## src/rtl/evit_213_pkg.sv

```systemverilog
// Shared definitions for the (2,1,3) Viterbi frame sequencer: code constants,
// default frame geometry and the sequencer state encoding.
package evit_213_pkg;

  localparam int K             = 3;
  localparam int TAIL_LEN_DEF  = K - 1;
  localparam int FRAME_LEN_DEF = 16;
  localparam int ADDR_W_DEF    = 5;
  localparam int CNT_W_DEF     = 6;

  typedef enum logic [2:0] {
    ST_IDLE  = 3'd0,
    ST_INIT  = 3'd1,
    ST_RUN   = 3'd2,
    ST_DRAIN = 3'd3,
    ST_TRACE = 3'd4,
    ST_DONE  = 3'd5
  } state_e;

endpackage

```

## src/rtl/evit_sym_pipe_213.sv

```systemverilog
// Two-stage symbol delay line: accept strobe -> BMU load (stage 1) -> ACS and
// survivor-memory write (stage 2).
module evit_sym_pipe_213 (
  input  logic       clock,
  input  logic       reset,
  input  logic       accept,
  input  logic [1:0] sym,
  output logic       bmu_le,
  output logic [1:0] bmu_rx,
  output logic       acs_en,
  output logic       sm_wr_en
);

  logic       le_r;
  logic [1:0] rx_r;
  logic       acs_r;

  // Delay line registers; the BMU symbol holds its last accepted value.
  always_ff @(posedge clock) begin
    if (reset) begin
      le_r  <= 1'b0;
      rx_r  <= 2'b00;
      acs_r <= 1'b0;
    end else begin
      le_r  <= accept;
      acs_r <= le_r;
      if (accept) begin
        rx_r <= sym;
      end else begin
        rx_r <= rx_r;
      end
    end
  end

  assign bmu_le   = le_r;
  assign bmu_rx   = rx_r;
  assign acs_en   = acs_r;
  assign sm_wr_en = acs_r;

endmodule

```

## src/rtl/evit_ctrl_213.sv

```systemverilog
// Frame sequencer: accepts FRAME_LEN+TAIL_LEN symbols, drives BMU/ACS/survivor
// writes through the symbol pipe, then launches one traceback per frame.
module evit_ctrl_213
  import evit_213_pkg::*;
#(
  parameter int FRAME_LEN = FRAME_LEN_DEF,
  parameter int TAIL_LEN  = TAIL_LEN_DEF,
  parameter int ADDR_W    = ADDR_W_DEF,
  parameter int CNT_W     = CNT_W_DEF
) (
  input  logic              clock,
  input  logic              reset,
  input  logic              start,
  input  logic              in_valid,
  input  logic [1:0]        in_sym,
  output logic              in_ready,
  output logic [1:0]        bmu_rx,
  output logic              bmu_le,
  output logic              acs_init,
  output logic              acs_en,
  output logic              sm_wr_en,
  output logic [ADDR_W-1:0] sm_wr_addr,
  output logic              tb_start,
  output logic [ADDR_W-1:0] tb_addr,
  input  logic              tb_done,
  output logic              busy,
  output logic              frame_done
);

  localparam int TOTAL = FRAME_LEN + TAIL_LEN;
  localparam logic [CNT_W-1:0] TOTAL_CNT = CNT_W'(TOTAL);
  localparam logic [CNT_W-1:0] LAST_CNT  = CNT_W'(TOTAL - 1);

  state_e             state_r, state_s;
  logic [CNT_W-1:0]   sym_cnt_r, sym_cnt_s;
  logic [ADDR_W-1:0]  wr_addr_r, sm_wr_addr_r, tb_addr_r;
  logic               in_ready_r, in_ready_s;
  logic               acs_init_r, tb_start_r, busy_r, frame_done_r;
  logic               accept_s, bmu_le_s;

  assign accept_s = in_valid && in_ready_r;

  evit_sym_pipe_213 u_pipe (
    .clock    (clock),
    .reset    (reset),
    .accept   (accept_s),
    .sym      (in_sym),
    .bmu_le   (bmu_le_s),
    .bmu_rx   (bmu_rx),
    .acs_en   (acs_en),
    .sm_wr_en (sm_wr_en)
  );

  // Next-state, symbol count and next in_ready.
  always_comb begin
    state_s   = state_r;
    sym_cnt_s = sym_cnt_r;
    case (state_r)
      ST_IDLE: begin
        if (start) state_s = ST_INIT;
        else       state_s = ST_IDLE;
      end
      ST_INIT: begin
        sym_cnt_s = '0;
        state_s   = ST_RUN;
      end
      ST_RUN: begin
        if (accept_s) begin
          sym_cnt_s = sym_cnt_r + CNT_W'(1);
          if (sym_cnt_r == LAST_CNT) state_s = ST_DRAIN;
          else                       state_s = ST_RUN;
        end else begin
          state_s = ST_RUN;
        end
      end
      // Stage 1 empty means the final ACS/survivor write issues this cycle.
      ST_DRAIN: begin
        if (!bmu_le_s) state_s = ST_TRACE;
        else           state_s = ST_DRAIN;
      end
      ST_TRACE: begin
        if (tb_done) state_s = ST_DONE;
        else         state_s = ST_TRACE;
      end
      ST_DONE: state_s = ST_IDLE;
      default: state_s = ST_IDLE;
    endcase
    in_ready_s = (state_s == ST_RUN) && (sym_cnt_s < TOTAL_CNT);
  end

  // State, counters and registered outputs.
  always_ff @(posedge clock) begin
    if (reset) begin
      state_r      <= ST_IDLE;
      sym_cnt_r    <= '0;
      wr_addr_r    <= '0;
      sm_wr_addr_r <= '0;
      tb_addr_r    <= '0;
      in_ready_r   <= 1'b0;
      acs_init_r   <= 1'b0;
      tb_start_r   <= 1'b0;
      busy_r       <= 1'b0;
      frame_done_r <= 1'b0;
    end else begin
      state_r      <= state_s;
      sym_cnt_r    <= sym_cnt_s;
      in_ready_r   <= in_ready_s;
      acs_init_r   <= (state_s == ST_INIT);
      busy_r       <= (state_s != ST_IDLE);
      frame_done_r <= (state_s == ST_DONE);
      tb_start_r   <= (state_s == ST_TRACE) && (state_r != ST_TRACE);
      if (state_r == ST_INIT) begin
        wr_addr_r <= '0;
      end else if (bmu_le_s) begin
        sm_wr_addr_r <= wr_addr_r;
        wr_addr_r    <= wr_addr_r + ADDR_W'(1);
      end else begin
        wr_addr_r <= wr_addr_r;
      end
      if ((state_s == ST_TRACE) && (state_r != ST_TRACE)) begin
        tb_addr_r <= sm_wr_addr_r;
      end else begin
        tb_addr_r <= tb_addr_r;
      end
    end
  end

  assign in_ready   = in_ready_r;
  assign bmu_le     = bmu_le_s;
  assign acs_init   = acs_init_r;
  assign sm_wr_addr = sm_wr_addr_r;
  assign tb_start   = tb_start_r;
  assign tb_addr    = tb_addr_r;
  assign busy       = busy_r;
  assign frame_done = frame_done_r;

endmodule
```

## config.mk

```make
export PLATFORM = sky130hd
export DESIGN_NAME = evit_ctrl_213
export DESIGN_NICKNAME = d
export VERILOG_FILES = /design/src/rtl/evit_213_pkg.sv /design/src/rtl/evit_sym_pipe_213.sv /design/src/rtl/evit_ctrl_213.sv
export SDC_FILE = /design/constraint.sdc
export NUM_CORES = 1
export LEC_CHECK = 0
export ABC_AREA = 1
export ABC_CLOCK_PERIOD_IN_PS = 1100
export BUFFER_PORTS_ARGS = -buffer_cell sky130_fd_sc_hd__buf_2
export CORE_MARGIN = 1
export CORE_UTILIZATION = 40
export CTS_CLUSTER_SIZE = 24
export DETAILED_ROUTE_END_ITERATION = 10
export GPL_TIMING_DRIVEN = 0
export HOLD_SLACK_MARGIN = 0.05
export SYNTH_ARGS = -nofsm -noshare
export SYNTH_HDL_FRONTEND = slang
export SYNTH_HIERARCHICAL = 1
export SYNTH_SLANG_ARGS = --single-unit
```

## constraint.sdc

```tcl
create_clock -name clock -period 1.1 [get_ports clock]
set_input_delay 0.055 -clock clock [delete_from_list [all_inputs] [get_ports clock]]
set_output_delay 0.055 -clock clock [all_outputs]
set_load 0.005 [all_outputs]
```

==> results.yml, run 1 <==
timing:
  worst_slack_ns: -0.1750
  final.setup_skew_ns: 0.008391
  tightest_slew_ns: 0.5382
  hold_viol_final: 0
  period_needed_ns: 1.275
  fmax_mhz: 784.3
  finalCritPeriodShare: 1.159
  holdWs_ns: 0.06743
  relSlewSlack: 0.6412
  rsz0062_at_grt: "true"
  setup_viol: 19
  drv_slew: 0
pwr:
  p_comb_frac: 0.116
  ir_worst_vdd_v: 0.0007112
  cellLeakagePower_uw: 0.0008716
  p_clk_frac: 0.311
  p_sw_uw: 604.4
  power_frac_seq: 0.573
  sw_frac_of_total: 0.2771
  p_per_area_mw_per_mm2: 1141
  internal_power_uw: 1577
global_routing:
  grt_pass1_vias: 1103
  grt_first_pass_wirelength_mm: 4.905
  grt_max_degree: 12
  grt-ovfl-total: 0
  groute.usage.overall: 0.1859
  antenna_found_initial: 0
cts:
  cts_tree: "done"
  path_clk_slew_ns: 0.11
  cts_buffer_depth: 2
  htree_levels: 2
  numCtsBuffers: 5
  clock_sinks: 33
  cts-root-buf: "clkbuf_4"
  clock_latency_ns: 0.34
yosys:
  yosys.area.top_type: "dfxtp_1"
  ys.flop_type: "dfxtp_1"
  ys_top_cells_by_area: "dfxtp_1 (48%), nor2_1 (11%), nand2_1 (11%)"
  async_reset_ff_frac: 0
  synth_area_per_cell_um2: 7.146
  synthTopCellsByCount: "nor2_1 (42), nand2_1 (41), dfxtp_1 (33)"
  syn_inst: 194
  synth.net_count: 204
  synth_cell_types: 23
  yosys_warnings: 6
  synth_most_common_cell: "nor2_1"
  synth-seq-area-share: 0.4765
  netlist_area_mm2: 0.001386
  yosys_register_bits: 33
  synth-edff-count: 0
  synth_top_cell_area_share: 0.4765
finish:
  nets: 252
  fin_area_mm2: 0.001912
  final_util: 0.5729
  area_growth_pct: 37.91
  diodes: 0
  drive_above_1_share: 0.3786
min_path:
  hp-class: "in -> reg"
  hp-start: "reset"
detailed_routing:
  dr.pass1.iters: 4
  drt_iter0_markers: 36
  ant_nets: 0
  viasPerCell: 4.637
  wl_mm: 3.139
  route.vias.total: 1340
  remaining_drc_errors: 0
  wire_per_inst_um: 10.86
setup_path:
  crit_path_max_fanout: 4
  r2r_start: "state_r[0]"
  arrival_ns: 1.55
  required_ns: 1.38
  start_kind: "flip-flop"
  startpoint: "state_r[0]"
  worst-setup-path-type: "reg -> reg"
  end_kind: "flip-flop"
die:
  row_count: 21
  die_h_um: 60.87
  pin_count: 27
  fp.dieW_um: 60.87
  dieArea_mm2: 0.003705
  fp.coreArea_mm2: 0.003337
  start_util: 0.4154
placed_design:
  routabilityCongestion: 0.7705
  postPlaceCellArea_mm2: 0.001602
  dp_hpwl_mm: 2.007
  port-buffer-count: 26
status:
  violations: "setup timing"
  status: "finished, violations left"
run:
  maxCapViolCount: 0
layer usage:
layer  track usage  vias up  part of all wire
li1              -      707                 -
met1        0.2416      594              0.50
met2        0.2794       31              0.43
met3       0.06610        8             0.045
met4       0.07792        0             0.018
met5             0        -                 0
logic make-up after synthesis:
logic type,Yosys count,synth area share
compound gates,19,0.07311
fa+ha+maj,3,0.02708
buf+inv,27,0.07671
flops,33,0.4765
simple gates,112,0.3466
worst max-delay path: stages (launching register included):
cell,delay [ns]
dfxtp_2,0.43
inv_2,0.06
nor2_2,0.16
nand2_2,0.10
nand3_1,0.11
nand2_1,0.08
nor2_1,0.10
nand2_1,0.06
nor2_1,0.11
placed cells by master, fill, tap and decap left out, drive strengths merged, types with 2 or more instances in the layout:
master       netlist  final
dfxtp             33     33
nand2             44     44
clkbuf             1      6
nand3             13     13
nand4              2      2
buf                3     40
nor2              44     44
ha                 3      3
a21oi              7      7
dlygate4sd3        0      4
inv               23     23
a31oi              2      2
o21ai             10     10
nor3               6      6
clkinv             0      2
area by class of cell:
class                   count  area (um^2)
well taps                  46        57.56
plain buffers               4        26.28
clock inverters             3        17.52
repair buffers             41        256.5
fillers                   339         1425
inverters                  23        91.34
multi-input cells         134        748.2
clock buffers               5        37.54
flip-flops and latches     33        676.9
path summary, 6_finish.rpt:
path	endpoint	slack, ns	cells past startpoint
min	wr_addr_r[1]	0.07	4
min reg2reg	u_pipe/bmu_rx[0]	0.49	2
max reg2reg	in_ready	-0.17	8
max	in_ready	-0.17	8
sequential cells by signal, indices dropped and copies added, names as in the netlist, 2 cells and up:
| name | cells |
|---|---|
| sym_cnt_r | 6 |
| wr_addr_r | 5 |
| state_r | 3 |
| sm_wr_addr | 5 |
| tb_addr | 5 |
| u_pipe/bmu_rx | 2 |
power by group through the flow:
stage,logic (uW),clock network [uW],registers (uW)
2_1_floorplan,113,0,1280
3_3_place_gp,181,0,1280
3_5_place_dp,182,0,1280
4_1_cts,223,702,1250
5_1_grt,283,747,1250
6_report,253,678,1250
repair_timing:
| action | 4_1_cts | 5_1_grt |
|---|---|---|
| resized for setup | 16 | 30 |
| hold endpoints to repair | 5 | 0 |
| setup endpoints to repair | 26 | 28 |
| pin swaps | 3 | 11 |
| setup buffers | 8 | 3 |
| hold buffers | 4 | 0 |
stage by stage:
stage | setup WS [ns] | setup TNS, ns | std cells | power (uW)
after detailed placement | -0.1874 | -1.499 | 266 | 1458
final | -0.1750 | -1.211 | 289 | 2181
after floorplan | -0.003347 | -0.003347 | 194 | 1390
after global placement | -0.1957 | -1.546 | 266 | 1457
after global routing | -0.2809 | -3.293 | 289 | 2284
after CTS | -0.1639 | -0.5997 | 286 | 2177
(Power assumes the default switching activity.)
==> run 2, diff against run 1 <==
--- a/config.mk
+++ b/config.mk
@@ -10,10 +10,12 @@
 export BUFFER_PORTS_ARGS = -buffer_cell sky130_fd_sc_hd__buf_2
 export CORE_MARGIN = 1
 export CORE_UTILIZATION = 40
+export CTS_BUF_LIST = sky130_fd_sc_hd__clkbuf_8
 export CTS_CLUSTER_SIZE = 24
 export DETAILED_ROUTE_END_ITERATION = 10
 export GPL_TIMING_DRIVEN = 0
 export HOLD_SLACK_MARGIN = 0.05
+export PLACE_DENSITY = 0.62
 export SYNTH_ARGS = -nofsm -noshare
 export SYNTH_HDL_FRONTEND = slang
 export SYNTH_HIERARCHICAL = 1
==> run 2 against run 1 <==
Against the previous run:
- the flow still finishes with violations (setup timing)
- critical path depth unchanged
- worst hold slack lost 0.0061 ns
- via count shrank 0.60%
- clock skew is 0.0057 ns lower
- flip-flop and latch count unchanged
- final cell count is 1.4% lower
- critical path type unchanged
- critical endpoint unchanged
- highest routed layer unchanged
==> results.yml, run 2 (synthesis gave the netlist of run 1 again) <==
finish:
  fillers: 320
  seqCellArea_um2: 683.2
  area_growth_pct: 42.78
  drive_above_1_share: 0.4268
  largest_register_ffs: 6
  diodes: 0
  nets: 249
  multiInputGateArea_um2: 808.3
  most-common-layout-cells: "nand2_1 (33), nor2_1 (32), buf_2 (26), dfxtp_1 (25), inv_1 (16)"
  top_register: "sym_cnt_r"
  final_common_cell: "nand2_1"
die:
  row_count: 21
  die_h_um: 60.87
  pin_count: 27
  start_util: 0.4154
  fp.dieW_um: 60.87
  dieArea_mm2: 0.003705
  fp.coreArea_mm2: 0.003337
global_routing:
  grt-ovfl-total: 0
  grt_first_pass_wirelength_mm: 4.685
  groute.usage.overall: 0.1792
  grt_max_degree: 11
  grt_pass1_vias: 1078
  antenna_found_initial: 0
cts:
  clock_latency_ns: 0.28
  cts_tree: "done"
  path_clk_slew_ns: 0.06
  cts-root-buf: "clkbuf_8"
  cts_buffer_depth: 2
  htree_levels: 2
  clock_sinks: 33
  numCtsBuffers: 5
status:
  violations: "setup timing"
  status: "finished, violations left"
setup_path:
  crit_path_max_fanout: 5
  r2r_start: "state_r[0]"
  start_kind: "flip-flop"
  timing.rr.end: "in_ready"
  reg2reg_slack_ns: -0.1
  required_ns: 1.32
  cp-endpoint: "in_ready"
  reg2regPathDepth: 8
  end_kind: "flip-flop"
  startpoint: "state_r[0]"
  arrival_ns: 1.42
  worst-setup-path-type: "reg -> reg"
detailed_routing:
  dr.pass1.iters: 4
  remaining_drc_errors: 0
  wl_mm: 3.265
  viasPerCell: 4.674
  ant_nets: 0
  route.vias.total: 1332
  wire_per_inst_um: 11.46
  drt_iter0_markers: 54
placed_design:
  routabilityCongestion: 0.8111
  port-buffer-count: 26
  dp_hpwl_mm: 1.982
  place_ws_ns: -0.1722
pwr:
  p_per_area_mw_per_mm2: 1210
  ir_worst_vdd_v: 0.0008410
  power_uw: 2394
  cellLeakagePower_uw: 0.0008878
timing:
  drv_slew: 0
  finalCritPeriodShare: 1.091
  final.setup_skew_ns: 0.002663
  fmax_mhz: 833.5
  period_needed_ns: 1.200
  tightest_slew_ns: 0.4977
  setup_viol: 8
  hold_viol_final: 0
  worst_slack_ns: -0.09981
  relSlewSlack: 0.6682
  rsz0062_at_grt: "true"
run:
  maxCapViolCount: 0
min_path:
  hp-class: "in -> reg"
==> run 2: cell count changes in the layout (fill, tap and decap cells not counted), sizes merged <==
cell,delta
clkinvlp,-1
inv,+1
dlygate4sd3,-3
clkbuf,+1
nand3b,+1
buf,-1
clkinv,-2
==> run 2: what timing repair did <==
action                                  4_1_cts  5_1_grt
cloned                                        1        0
endpoints found under the setup margin       26       24
pin swaps                                     5       15
hold endpoints to repair                      3        0
buffers inserted                              3        7
hold buffers                                  1        0
resized for setup                            18       51
==> run 2: report_power, final <==
part           switching, uW  internal (uW)  total (uW)
Combinational            145            108         253
Clock                    405            486         891
Sequential              29.6           1220        1250
Total                    579           1820        2390
==> run 2: critical path, stage by stage, from the launching register on <==
cell and delay [ns]:
dfxtp_4 0.40, inv_2 0.07, nor2_4 0.15, nand2_2 0.09
nand3_2 0.08, nand2_1 0.07, nor2_1 0.13, nand2_1 0.06
nor2_1 0.09
==> run 2: per-stage QoR <==
| stage | hold slack (ns) | setup TNS [ns] | cell area [um^2] | instances | util |
|---|---|---|---|---|---|
| after global placement | 0.3242 | -1.413 | 1602 | 266 | 0.4799 |
| final | 0.06135 | -0.3549 | 1979 | 285 | 0.5932 |
| after global routing | 0.08174 | -1.278 | 1979 | 285 | 0.5932 |
| after detailed placement | 0.3252 | -1.577 | 1602 | 266 | 0.4799 |
| after CTS | 0.06180 | -0.6710 | 1787 | 278 | 0.5354 |
| after floorplan | 0.1264 | -0.003347 | 1414 | 194 | - |
==> run 2: worst min path at each step <==
stage,start,endpoint,slack [ns],depth (start not counted)
4_1_cts,in_sym[1],u_pipe/bmu_rx[1],0.06,5
5_1_grt,in_sym[1],u_pipe/bmu_rx[1],0.08,5
3_5_place_dp,reset,u_pipe/bmu_le,0.33,2
6_report,in_sym[1],u_pipe/bmu_rx[1],0.06,5
2_1_floorplan,reset,u_pipe/acs_en,0.13,1
3_3_place_gp,reset,u_pipe/bmu_le,0.32,2
==> run 2: layout make-up <==
class / instances / share of cell area
repair buffers: 37 / 0.1106
well taps: 46 / 0.02908
clock buffers: 6 / 0.04172
multi-input cells: 135 / 0.4083
inverters: 23 / 0.04994
clock inverters: 1 / 0.001896
plain buffers: 4 / 0.01327
flip-flops and latches: 33 / 0.3451
==> run 2: metal layers <==
layer,global-route usage,vias to the layer above,wire [um]
li1,-,708,-
met3,0.07249,5,113
met4,0.07792,0,43
met2,0.2669,25,1566
met1,0.2288,594,1541
met5,0,-,0
